===== src/rtl/dm_arbiter.sv =====
// -----------------------------------------------------------------------------
// dm_arbiter
// Two-port round-robin arbiter and access sequencer for the 4 KB word-addressed
// data memory. Port 0 is the CPU load/store path, port 1 a DMA/debug master.
// Both ports are serialised onto the memory's single addr/din/DMWr/dout
// interface using a req/ack handshake. A per-access lock lets one master keep
// the memory for multi-word sequences.
//
// Ports
//   clk, rst                  clock, asynchronous active-high reset
//   mN_req_i / mN_we_i        request (held until ack) / write-not-read
//   mN_lock_i                 keep priority after this access
//   mN_addr_i / mN_wdata_i    word address / write data (stable while req)
//   mN_rdata_o / mN_ack_o     read data (held) / one-cycle completion pulse
//   dm_addr_o, dm_din_o       memory address / write data
//   dm_dmwr_o                 memory write enable (memory writes on negedge)
//   dm_dout_i                 memory combinational read data
//   busy_o                    high during the single ACCESS cycle
//   gnt_id_o                  port owning the current/last access
// -----------------------------------------------------------------------------
module dm_arbiter #(
    parameter int AW = 10,
    parameter int DW = 32
) (
    input  logic          clk,
    input  logic          rst,
    input  logic          m0_req_i,
    input  logic          m0_we_i,
    input  logic          m0_lock_i,
    input  logic [AW-1:0] m0_addr_i,
    input  logic [DW-1:0] m0_wdata_i,
    output logic [DW-1:0] m0_rdata_o,
    output logic          m0_ack_o,
    input  logic          m1_req_i,
    input  logic          m1_we_i,
    input  logic          m1_lock_i,
    input  logic [AW-1:0] m1_addr_i,
    input  logic [DW-1:0] m1_wdata_i,
    output logic [DW-1:0] m1_rdata_o,
    output logic          m1_ack_o,
    output logic [AW-1:0] dm_addr_o,
    output logic [DW-1:0] dm_din_o,
    output logic          dm_dmwr_o,
    input  logic [DW-1:0] dm_dout_i,
    output logic          busy_o,
    output logic          gnt_id_o
);

    typedef enum logic [0:0] {
        ST_IDLE   = 1'b0,
        ST_ACCESS = 1'b1
    } state_t;

    state_t        state_q, state_d;
    logic          last_q, last_d;
    logic          locked_q, locked_d;
    logic          gnt_id_q, gnt_id_d;
    logic          busy_q, busy_d;
    logic [AW-1:0] dm_addr_q, dm_addr_d;
    logic [DW-1:0] dm_din_q, dm_din_d;
    logic          dm_dmwr_q, dm_dmwr_d;
    logic          m0_ack_q, m0_ack_d;
    logic          m1_ack_q, m1_ack_d;
    logic [DW-1:0] m0_rdata_q, m0_rdata_d;
    logic [DW-1:0] m1_rdata_q, m1_rdata_d;

    logic          elig0_s, elig1_s;
    logic          owner_elig_s, other_elig_s, owner_ack_s;
    logic          grant_s, winner_s;

    // A request presented in its own ack cycle is stale and must be ignored.
    assign elig0_s = m0_req_i & ~m0_ack_q;
    assign elig1_s = m1_req_i & ~m1_ack_q;

    // The lock owner is always the most recent winner.
    assign owner_elig_s = last_q ? elig1_s : elig0_s;
    assign other_elig_s = last_q ? elig0_s : elig1_s;
    assign owner_ack_s  = last_q ? m1_ack_q : m0_ack_q;

    // Grant selection: lock owner first, otherwise round-robin against last.
    always_comb begin
        grant_s  = 1'b0;
        winner_s = 1'b0;
        if (locked_q) begin
            // The owner cannot re-request during its own ack cycle, so hold
            // off for that one cycle instead of handing the memory away.
            if (owner_ack_s) begin
                grant_s  = 1'b0;
                winner_s = 1'b0;
            end else if (owner_elig_s) begin
                grant_s  = 1'b1;
                winner_s = last_q;
            end else if (other_elig_s) begin
                // Abandoned lock: the other port takes over and its own lock
                // input decides the new locked state at completion.
                grant_s  = 1'b1;
                winner_s = ~last_q;
            end else begin
                grant_s  = 1'b0;
                winner_s = 1'b0;
            end
        end else if (elig0_s && elig1_s) begin
            grant_s  = 1'b1;
            winner_s = ~last_q;
        end else if (elig0_s) begin
            grant_s  = 1'b1;
            winner_s = 1'b0;
        end else if (elig1_s) begin
            grant_s  = 1'b1;
            winner_s = 1'b1;
        end else begin
            grant_s  = 1'b0;
            winner_s = 1'b0;
        end
    end

    // State register.
    always_ff @(posedge clk or posedge rst) begin
        if (rst) begin
            state_q <= ST_IDLE;
        end else begin
            state_q <= state_d;
        end
    end

    // Next-state logic: ACCESS always lasts exactly one cycle.
    always_comb begin
        state_d = state_q;
        case (state_q)
            ST_IDLE: begin
                if (grant_s) begin
                    state_d = ST_ACCESS;
                end else begin
                    state_d = ST_IDLE;
                end
            end
            ST_ACCESS: state_d = ST_IDLE;
            default:   state_d = ST_IDLE;
        endcase
    end

    // Output next-values: latch the winner in IDLE, complete it in ACCESS.
    always_comb begin
        last_d     = last_q;
        locked_d   = locked_q;
        gnt_id_d   = gnt_id_q;
        busy_d     = 1'b0;
        dm_addr_d  = dm_addr_q;
        dm_din_d   = dm_din_q;
        dm_dmwr_d  = 1'b0;
        m0_ack_d   = 1'b0;
        m1_ack_d   = 1'b0;
        m0_rdata_d = m0_rdata_q;
        m1_rdata_d = m1_rdata_q;
        case (state_q)
            ST_IDLE: begin
                if (grant_s) begin
                    dm_addr_d = winner_s ? m1_addr_i  : m0_addr_i;
                    dm_din_d  = winner_s ? m1_wdata_i : m0_wdata_i;
                    dm_dmwr_d = winner_s ? m1_we_i    : m0_we_i;
                    gnt_id_d  = winner_s;
                    busy_d    = 1'b1;
                end else begin
                    dm_dmwr_d = 1'b0;
                    busy_d    = 1'b0;
                end
            end
            ST_ACCESS: begin
                last_d   = gnt_id_q;
                locked_d = gnt_id_q ? m1_lock_i : m0_lock_i;
                if (gnt_id_q) begin
                    m1_ack_d = 1'b1;
                    if (!dm_dmwr_q) begin
                        m1_rdata_d = dm_dout_i;
                    end else begin
                        m1_rdata_d = m1_rdata_q;
                    end
                end else begin
                    m0_ack_d = 1'b1;
                    if (!dm_dmwr_q) begin
                        m0_rdata_d = dm_dout_i;
                    end else begin
                        m0_rdata_d = m0_rdata_q;
                    end
                end
            end
            default: begin
                busy_d = 1'b0;
            end
        endcase
    end

    // Output and arbitration-history registers; last resets to 1 so port 0
    // wins the first tie.
    always_ff @(posedge clk or posedge rst) begin
        if (rst) begin
            last_q     <= 1'b1;
            locked_q   <= 1'b0;
            gnt_id_q   <= 1'b0;
            busy_q     <= 1'b0;
            dm_addr_q  <= {AW{1'b0}};
            dm_din_q   <= {DW{1'b0}};
            dm_dmwr_q  <= 1'b0;
            m0_ack_q   <= 1'b0;
            m1_ack_q   <= 1'b0;
            m0_rdata_q <= {DW{1'b0}};
            m1_rdata_q <= {DW{1'b0}};
        end else begin
            last_q     <= last_d;
            locked_q   <= locked_d;
            gnt_id_q   <= gnt_id_d;
            busy_q     <= busy_d;
            dm_addr_q  <= dm_addr_d;
            dm_din_q   <= dm_din_d;
            dm_dmwr_q  <= dm_dmwr_d;
            m0_ack_q   <= m0_ack_d;
            m1_ack_q   <= m1_ack_d;
            m0_rdata_q <= m0_rdata_d;
            m1_rdata_q <= m1_rdata_d;
        end
    end

    assign m0_rdata_o = m0_rdata_q;
    assign m0_ack_o   = m0_ack_q;
    assign m1_rdata_o = m1_rdata_q;
    assign m1_ack_o   = m1_ack_q;
    assign dm_addr_o  = dm_addr_q;
    assign dm_din_o   = dm_din_q;
    assign dm_dmwr_o  = dm_dmwr_q;
    assign busy_o     = busy_q;
    assign gnt_id_o   = gnt_id_q;

endmodule


===== config.mk =====
export PLATFORM = sky130hd
export DESIGN_NAME = dm_arbiter
export DESIGN_NICKNAME = d
export VERILOG_FILES = /design/src/rtl/dm_arbiter.sv
export SDC_FILE = /design/constraint.sdc
export NUM_CORES = 1
export LEC_CHECK = 0
export BUFFER_PORTS_ARGS = -buffer_cell sky130_fd_sc_hd__buf_2
export CORE_ASPECT_RATIO = 2
export CORE_MARGIN = 1
export CORE_UTILIZATION = 41
export DETAILED_ROUTE_END_ITERATION = 10
export GPL_TIMING_DRIVEN = 0
export PLACE_DENSITY = 0.87
export SYNTH_ARGS = -nofsm -noshare
export SYNTH_HDL_FRONTEND = slang
export SYNTH_SLANG_ARGS = --single-unit

===== constraint.sdc =====
create_clock -name clk -period 3.25 [get_ports clk]
set_clock_uncertainty 0.05 [all_clocks]
set_input_delay 0.325 -clock clk [delete_from_list [all_inputs] [get_ports clk]]
set_output_delay 0.325 -clock clk [all_outputs]
set_load 0.01 [all_outputs]

After elaboration in Yosys (flattened, before gate mapping)
Index checks and enable logic that the tools add are counted.

Register bits after elaboration: 114. Bits of input ports: 124. Output and inout bits: 111. Logic and storage cells: 53.

Multiplexer cells: 29. Bitwise operators: 8. Reductions and logical operators: 4.

Operators by type and width (number): $mux W32 (1); $mux W1 (26); $mux W10 (1); $not A1 Y1 (6); $reduce_and A3 Y1 (2); $and A1 B1 Y1 (2); $pmux W1 S2 (1); $reduce_and A2 Y1 (1); $logic_and A1 B1 Y1 (1).

Longest topological paths before layout
Gate-level depths: netlist of run 1.

Word-level depth: 10. Depth in mapped cells: 6. Mapped depth without buffers: 4.

Worst setup path before layout of run 1
No wires, ideal clock.

Path kind: reg-to-reg. From: register last_q. To: register dm_din_q[10], in the netlist dm_din_o[10]. Library setup time: 0.127 ns. Arrival time: 1.661 ns. Setup slack: 1.411 ns. Stages on the path, launching flop included: 6. Path buffers: 2. Cell sequence: dfstp_2 mux2_2 a221oi_4 buf_4 buf_4 a31oi_1.

Word-level cells in the longest chain between the ends: 6. Elaborated cells on any way between the ends: 15. Those cells by class: 13 x mux; 1 x bitwise; 1 x reduce/logical.

Ends and longest elaborated chain: start, declared (RTL line 55) `logic last_q, last_d;`; start signal, assigned (RTL line 209) `last_q <= last_d;`; $mux W1 or $not A1 Y1 (tied branches) (RTL line 77, 97, 104); $mux W1 (RTL line 93) `end else if (other_elig_s) begin`; $mux W1 (RTL line 90) `end else if (owner_elig_s) begin`; $mux W1 (RTL line 87) `if (owner_ack_s) begin`; $mux W1 (RTL line 84) `if (locked_q) begin`; $mux W32 or $reduce_and A2 Y1 (tied branches); end signal, assigned (RTL line 202) `dm_din_q <= {DW{1'b0}};`; end signal, assigned (RTL line 214) `dm_din_q <= dm_din_d;`; end, declared (RTL line 60) `logic [DW-1:0] dm_din_q, dm_din_d;`.

Parallel ways exist; a longest one is shown, timed or not. A chain may end at the register's enable or synchronous reset.

Final worst setup path of run 1
From: register last_q. To: register dm_din_q[18], in the netlist dm_din_o[18].

Same word-level chain as after synthesis.

==> impl_results.md, run 1 <==
- Status: finished, final reports clean
- Cells after Synth: about 400
- Global-route wire length before repair: ~20 mm
- Initial Utilization: a little over two fifths
- Worst path required time: roughly 3.5 ns
- Layout cell share with drive strength beyond 1: a little over half
- 1st-iter DRT viols: approximately 150
- Final period util: about 64%
- Grt ovf: 0
- Minimum clock period after layout: between 2 and 2.5 ns
- Tot GR Track Use: 22.0%
- Worst setup margin: 1.17 ns
- Critical path capture point type: register
- Via/cell ratio: roughly 5.0
- Final nets: 777
- I/O Pins: 235
- # setup viols final: 0
- Post-synthesis sequential area ratio: 61.3%
- Hpwl dp: approximately 9.6 mm
- Power density cells: 1130 nW/µm²
- Num CTS Buffers: 17
- IO buf count: around 230
- Reg clk slew, reported paths: around 0.060 ns
- TritonCTS clock tree: built
- Yosys warning count: 0
- Unrepaired setup endpoints after global routing: false
- Worst Path Arrival: 2.31 ns
- Post-Syn Area: approximately 4600 µm²
- Synthesized Nets: ~520
- R2R Setup Slk: between 1 and 1.5 ns
- Later-pin clock latency in the skew report: 0.40 ns
- CP Max Fanout: 10
- Worst-Margin Slew: between 0.6 and 0.7 ns
- Die ar.: 11700 µm²
- Final wirelength: between 10 and 15 mm
- Type of origin of the critical path: register
- Synth cell types: 25
- Setup tns final: 0 ns
- Max Clk Rate: around 0.48 GHz
- FF+latch count, synth: 113
- Worst Hold Class: input port to register
- Pin count of the biggest net entering global routing: 46
- Chip Width: 77.0 µm
- Final max-slew violation count: 0
- Max VDD drop: a little under 0.8 mV
- Area Overhead vs Synth: 43.5%
- Routed Antenna Nets: 0
- Hold Buf Count CTS: 1
- CTS Sinks: ~110
- Core box area: 10900 µm²
- Drt drc: 0
- H-tree depth: 4
- Leakage: 3.26 nW
- Clk root buf: clkbuf_16
- Worst setup path class: register to register
- Max_cap viols: 0
- Final Hold Vio Count: 0
- Row cnt: 54
- Die Height: 152 µm
- Relative slew slack: between 50% and 60%
- Pre-Repair DR Iteration Count: 4
- Pre-CTS WS: roughly 1.1 ns
- Gp weighted congestion: ~0.82
- # resized after CTS: 0
- Avg WL per Cell: roughly 15 µm
- Via count of the first global-routing pass: around 4400
- Syn Area/Cell: between 10 and 15 µm²
- CTS max path bufs: 2
- Antenna diodes: 0
- Initial antenna violation count: 0
- Post-CTS Setup Inserts: 0
- Via count: around 4000
## through the flow
stage / hold slack, ns / utilization, % / cell area, µm² / power [W] / std cells
finish: 0.108 / 60.5 / 6630 / 0.00745 / 806
global route: 0.0998 / 60.5 / 6630 / 0.00793 / 806
CTS: 0.0932 / 60.5 / 6630 / 0.00754 / 806
detailed placement: 0.396 / 54.9 / 6010 / 0.00564 / 773
global placement: 0.417 / 54.5 / 5970 / 0.00547 / 771
floorplan: 0.404 / - / 4620 / 0.00438 / 397
## worst max-delay path: stages (launching register included)
cell,delay [ns]
dfstp_2,0.58
mux2_2,0.37
a221oi_4,0.43
buf_4,0.25
buf_4,0.19
a31oi_1,0.10
## Yosys cell counts
cell type	n	area share [%]
nand2b_1	3	0.41
buf_2	11	1.2
a21boi_1	1	0.16
o21ai_0	1	0.11
nand3b_1	2	0.33
and2_1	1	0.14
clkbuf_1	9	0.73
a221oi_4	1	0.57
mux2i_1	1	0.22
nand2_1	86	7.0
dfstp_2	1	0.57
inv_1	2	0.16
buf_4	6	0.98
nand4bb_1	1	0.24
nor2b_1	3	0.41
a31oi_1	42	5.7
dfrtp_1	112	61
mux2_2	64	16
and4_1	1	0.19
nor2_1	43	3.5
o211ai_1	1	0.16
xnor2_1	1	0.19
mux2_1	2	0.49
a21oi_1	1	0.11
nand4_1	1	0.14
## layout by cell type (no fill, tap or decap)
cell,synthesis,routed
inv_1,2,1
inv_6,0,3
nor2_1,43,43
nand4_1,1,1
mux2i_1,1,1
a31oi_1,42,42
buf_12,0,2
dlygate4sd3_1,0,1
a221oi_4,1,1
a21oi_1,1,1
mux2_1,2,2
a21boi_1,1,1
xnor2_1,1,1
clkbuf_1,9,9
clkinv_2,0,3
nand4bb_1,1,1
o211ai_1,1,1
bufinv_16,0,3
nand3b_1,2,2
dfstp_2,1,1
nor2b_1,3,3
clkinv_4,0,6
clkinvlp_4,0,1
o21ai_0,1,1
buf_2,11,245
and2_1,1,1
nand2_1,86,86
mux2_2,64,64
clkbuf_16,0,17
and4_1,1,1
dfrtp_1,112,112
nand2b_1,3,3
buf_4,6,6
## area by class of cell
type	count	area [µm²]
fillers	923	4320
inverters	2	11.3
clock inverters	15	184
plain buffers	26	134
repair buffers	237	1220
well taps	140	175
clock buffers	17	425
flip-flops and latches	113	2830
multi-input cells	256	1650
## report_power, final
part,switching [W],internal (W),total (W),leakage [nW]
clock,0.000667,0.00121,0.00188,0.302
combinational,0.00161,0.00141,0.00302,1.65
sequential,0.000406,0.00215,0.00255,1.30
total,0.00268,0.00477,0.00745,3.26
## flip-flops by register name, summed over array words and instances (netlist names)
register    flops
busy_o          1
dm_addr_o      10
dm_din_o       32
dm_dmwr_o       1
gnt_id_o        1
last_q          1
locked_q        1
m0_ack_o        1
m0_rdata_o     32
m1_ack_o        1
m1_rdata_o     32
## cell families (layout without fill, tap and decap cells)
family	after synthesis	after routing	synth area share [%]
compound gates	47	47	6.80
flops	113	113	61.3
xor+xnor	1	1	0.190
mux	67	67	16.3
buf+inv	28	297	3.06
simple gates	141	141	12.3
## final timing paths
path | from | cells after the start | to
min in group asynchronous | rst | 3 | m0_rdata_o[19]
max in group asynchronous | rst | 4 | last_q
hold / removal | m1_we_i | 3 | dm_dmwr_o
setup reg to reg | last_q | 5 | dm_din_o[18]
setup / recovery | last_q | 5 | dm_din_o[18]
hold reg to reg | m0_rdata_o[24] | 1 | m0_rdata_o[24]
## metal layers
metal | part of all wire, % | up-vias | global-route usage [%]
met1 | 37 | 1944 | 22.3
met5 | 0 | - | 0
met4 | 3.1 | 0 | 11.7
met2 | 55 | 199 | 41.0
met3 | 5.3 | 35 | 4.62
li1 | - | 1878 | -
Note: power is estimated with default switching activity, not from simulation.
==> run 2: changes to the inputs <==
Settings changed: CORE_UTILIZATION 41 to 45, PLACE_DENSITY 0.87 to 0.9.
Clock period 3.25 ns to 1.95 ns, I/O delays scaled along.
==> impl_results.md, run 2 (synthesis gave the netlist of run 1 again) <==
- Status: finished with violations
- Failing checks: negative setup slack
- Max VDD drop: 1.40 mV
- Drt drc: 0
- Area Overhead vs Synth: 70.5%
- TritonCTS clock tree: built
- IO buf count: between 200 and 250
- Via count of the first global-routing pass: 5364
- R2R Setup Slk: -0.12 ns
- Unrepaired setup endpoints after global routing: true
- Max_cap viols: 0
- Relative slew slack: between 50% and 60%
- Reg clk slew, reported paths: 0.06 ns
- Layout Utilization: 78.5%
- Die ar.: 10700 µm²
- Buffer and inverter count on the worst path: 2
- Antenna diodes: 0
- CTS max path bufs: 2
- Most frequent cells in the layout: buf_2 (236), dfrtp_1 (111), dlygate4sd3_1 (93)
- Clk root buf: clkbuf_16
- Critical path launch point: last_q
- Final wirelength: roughly 17 mm
- Initial Utilization: a little under half
- Routed Antenna Nets: 0
- Footprint of the multi-input gates: 1760 µm²
- CP Depth: 6
- Avg WL per Cell: 19.4 µm
- Register area: ~2800 µm²
- Row cnt: 52
- Fill cells: about 560
- Tot GR Track Use: 32.7%
- CTS Sinks: between 100 and 150
- I/O Pins: between 200 and 250
- Max Clk Rate: a little under 0.5 GHz
- Die Height: ~150 µm
- Minimum clock period after layout: between 2 and 2.5 ns
- Worst path required time: 2.21 ns
- Type of origin of the critical path: register
- R2R depth: 6
- Final Hold Vio Count: 0
- Cell breakdown of the critical path: mux2_4, a221oi_4, buf_6, clkbuf_16, nor2_2, a31oi_1
- Worst setup path class: register to register
- Initial antenna violation count: 0
- Worst Hold Class: input port to register
- Layout cell share with drive strength beyond 1: 51.3%
- Num CTS Buffers: 17
- Commonest non-fill, non-tap cell in the layout: buf_2
- H-tree depth: 4
- Later-pin clock latency in the skew report: 0.40 ns
- CP top delay family: flip-flops
- Worst Path Arrival: ~2.3 ns
- CP max stage delay: about 0.60 ns
- Grt ovf: 0
- CP Max Fanout: 6
- Power density cells: approximately 1800 nW/µm²
- Reg-to-Reg End: dm_din_o[23]
- Hpwl dp: 9.84 mm
- Final period util: 106%
- Global-route wire length before repair: around 26 mm
- Pre-Repair DR Iteration Count: 6
- Core box area: ~10000 µm²
- Via/cell ratio: roughly 5.4
- Final nets: ~880
- Chip Width: between 70 and 80 µm
- Via count: between 4000 and 5000
- Gp weighted congestion: approximately 0.87
- Worst setup margin: -0.116 ns
- CP Capture Point: dm_din_o[23]
- Pin count of the biggest net entering global routing: 46
- Final max-slew violation count: 0
- Worst-Margin Slew: around 0.7 ns
- 1st-iter DRT viols: about 300
- # setup viols final: 36
- Critical path capture point type: register
- Reg2reg start: last_q
- Pre-CTS WS: -0.190 ns
- Leakage: approximately 3.8 nW
- Crit path max-delay cell type: dfstp_2
[run 2: routing by layer]
layer	vias up	GRT usage, %	wire [µm]
li1	2074	-	-
met3	94	8.61	1220
met5	-	0	0
met1	2354	32.2	5860
met2	361	57.7	9360
met4	0	20.4	1030
[run 2: worst min-delay path by stage]
stage | cells past startpoint | endpoint | startpoint | slack (ns)
6_report | 3 | dm_din_o[26] | m0_wdata_i[26] | 0.003
5_1_grt | 3 | dm_din_o[24] | m1_wdata_i[24] | 0.01
4_1_cts | 3 | dm_din_o[24] | m1_wdata_i[24] | 0.0004
3_5_place_dp | 2 | m0_rdata_o[5] | rst | 0.30
3_3_place_gp | 2 | m0_rdata_o[24] | dm_dout_i[24] | 0.38
2_1_floorplan | 2 | dm_dmwr_o | m1_we_i | 0.27
[run 2: stage by stage]
step           area, µm²  hold slack, ns  total power [W]  cells  TNS (ns)
2_1_floorplan       4620           0.274          0.00730    397         0
3_3_place_gp        5960           0.375          0.00909    766    -29.84
3_5_place_dp        6000           0.295          0.00940    768     -5.29
4_1_cts             7630        0.000408           0.0130    898         0
5_1_grt             7870          0.0125           0.0146    901     -5.13
6_report            7870         0.00273           0.0140    901     -1.89
[run 2: worst min-delay path: cells and delay by family]
family          cells  cell delay [ns]
buf+inv             1             0.10
compound gates      1             0.07
simple gates        1             0.05
[run 2: where the power goes]
part	total, W	switching (W)	internal (W)
clock network	0.00323	0.00111	0.00211
logic	0.00631	0.00330	0.00301
registers	0.00443	0.000850	0.00358
[run 2: what timing repair did]
| action | in CTS | in global routing |
|---|---|---|
| buffers inserted | 5 | 0 |
| hold buffers | 93 | 0 |
| cloned | 0 | 3 |
| pin swaps | 1 | 1 |
| endpoints found under the setup margin | 44 | 102 |
| resized for setup | 13 | 63 |
| endpoints found under the hold margin | 122 | 0 |
[run 2: cell type report]
class,instances,area share [%]
sequential,113,36.0
tap,135,2.15
clock inverter,12,1.99
timing repair buffer,337,28.8
inverter,2,0.143
multi-input combinational,256,22.4
buffer,26,2.58
clock buffer,20,5.93
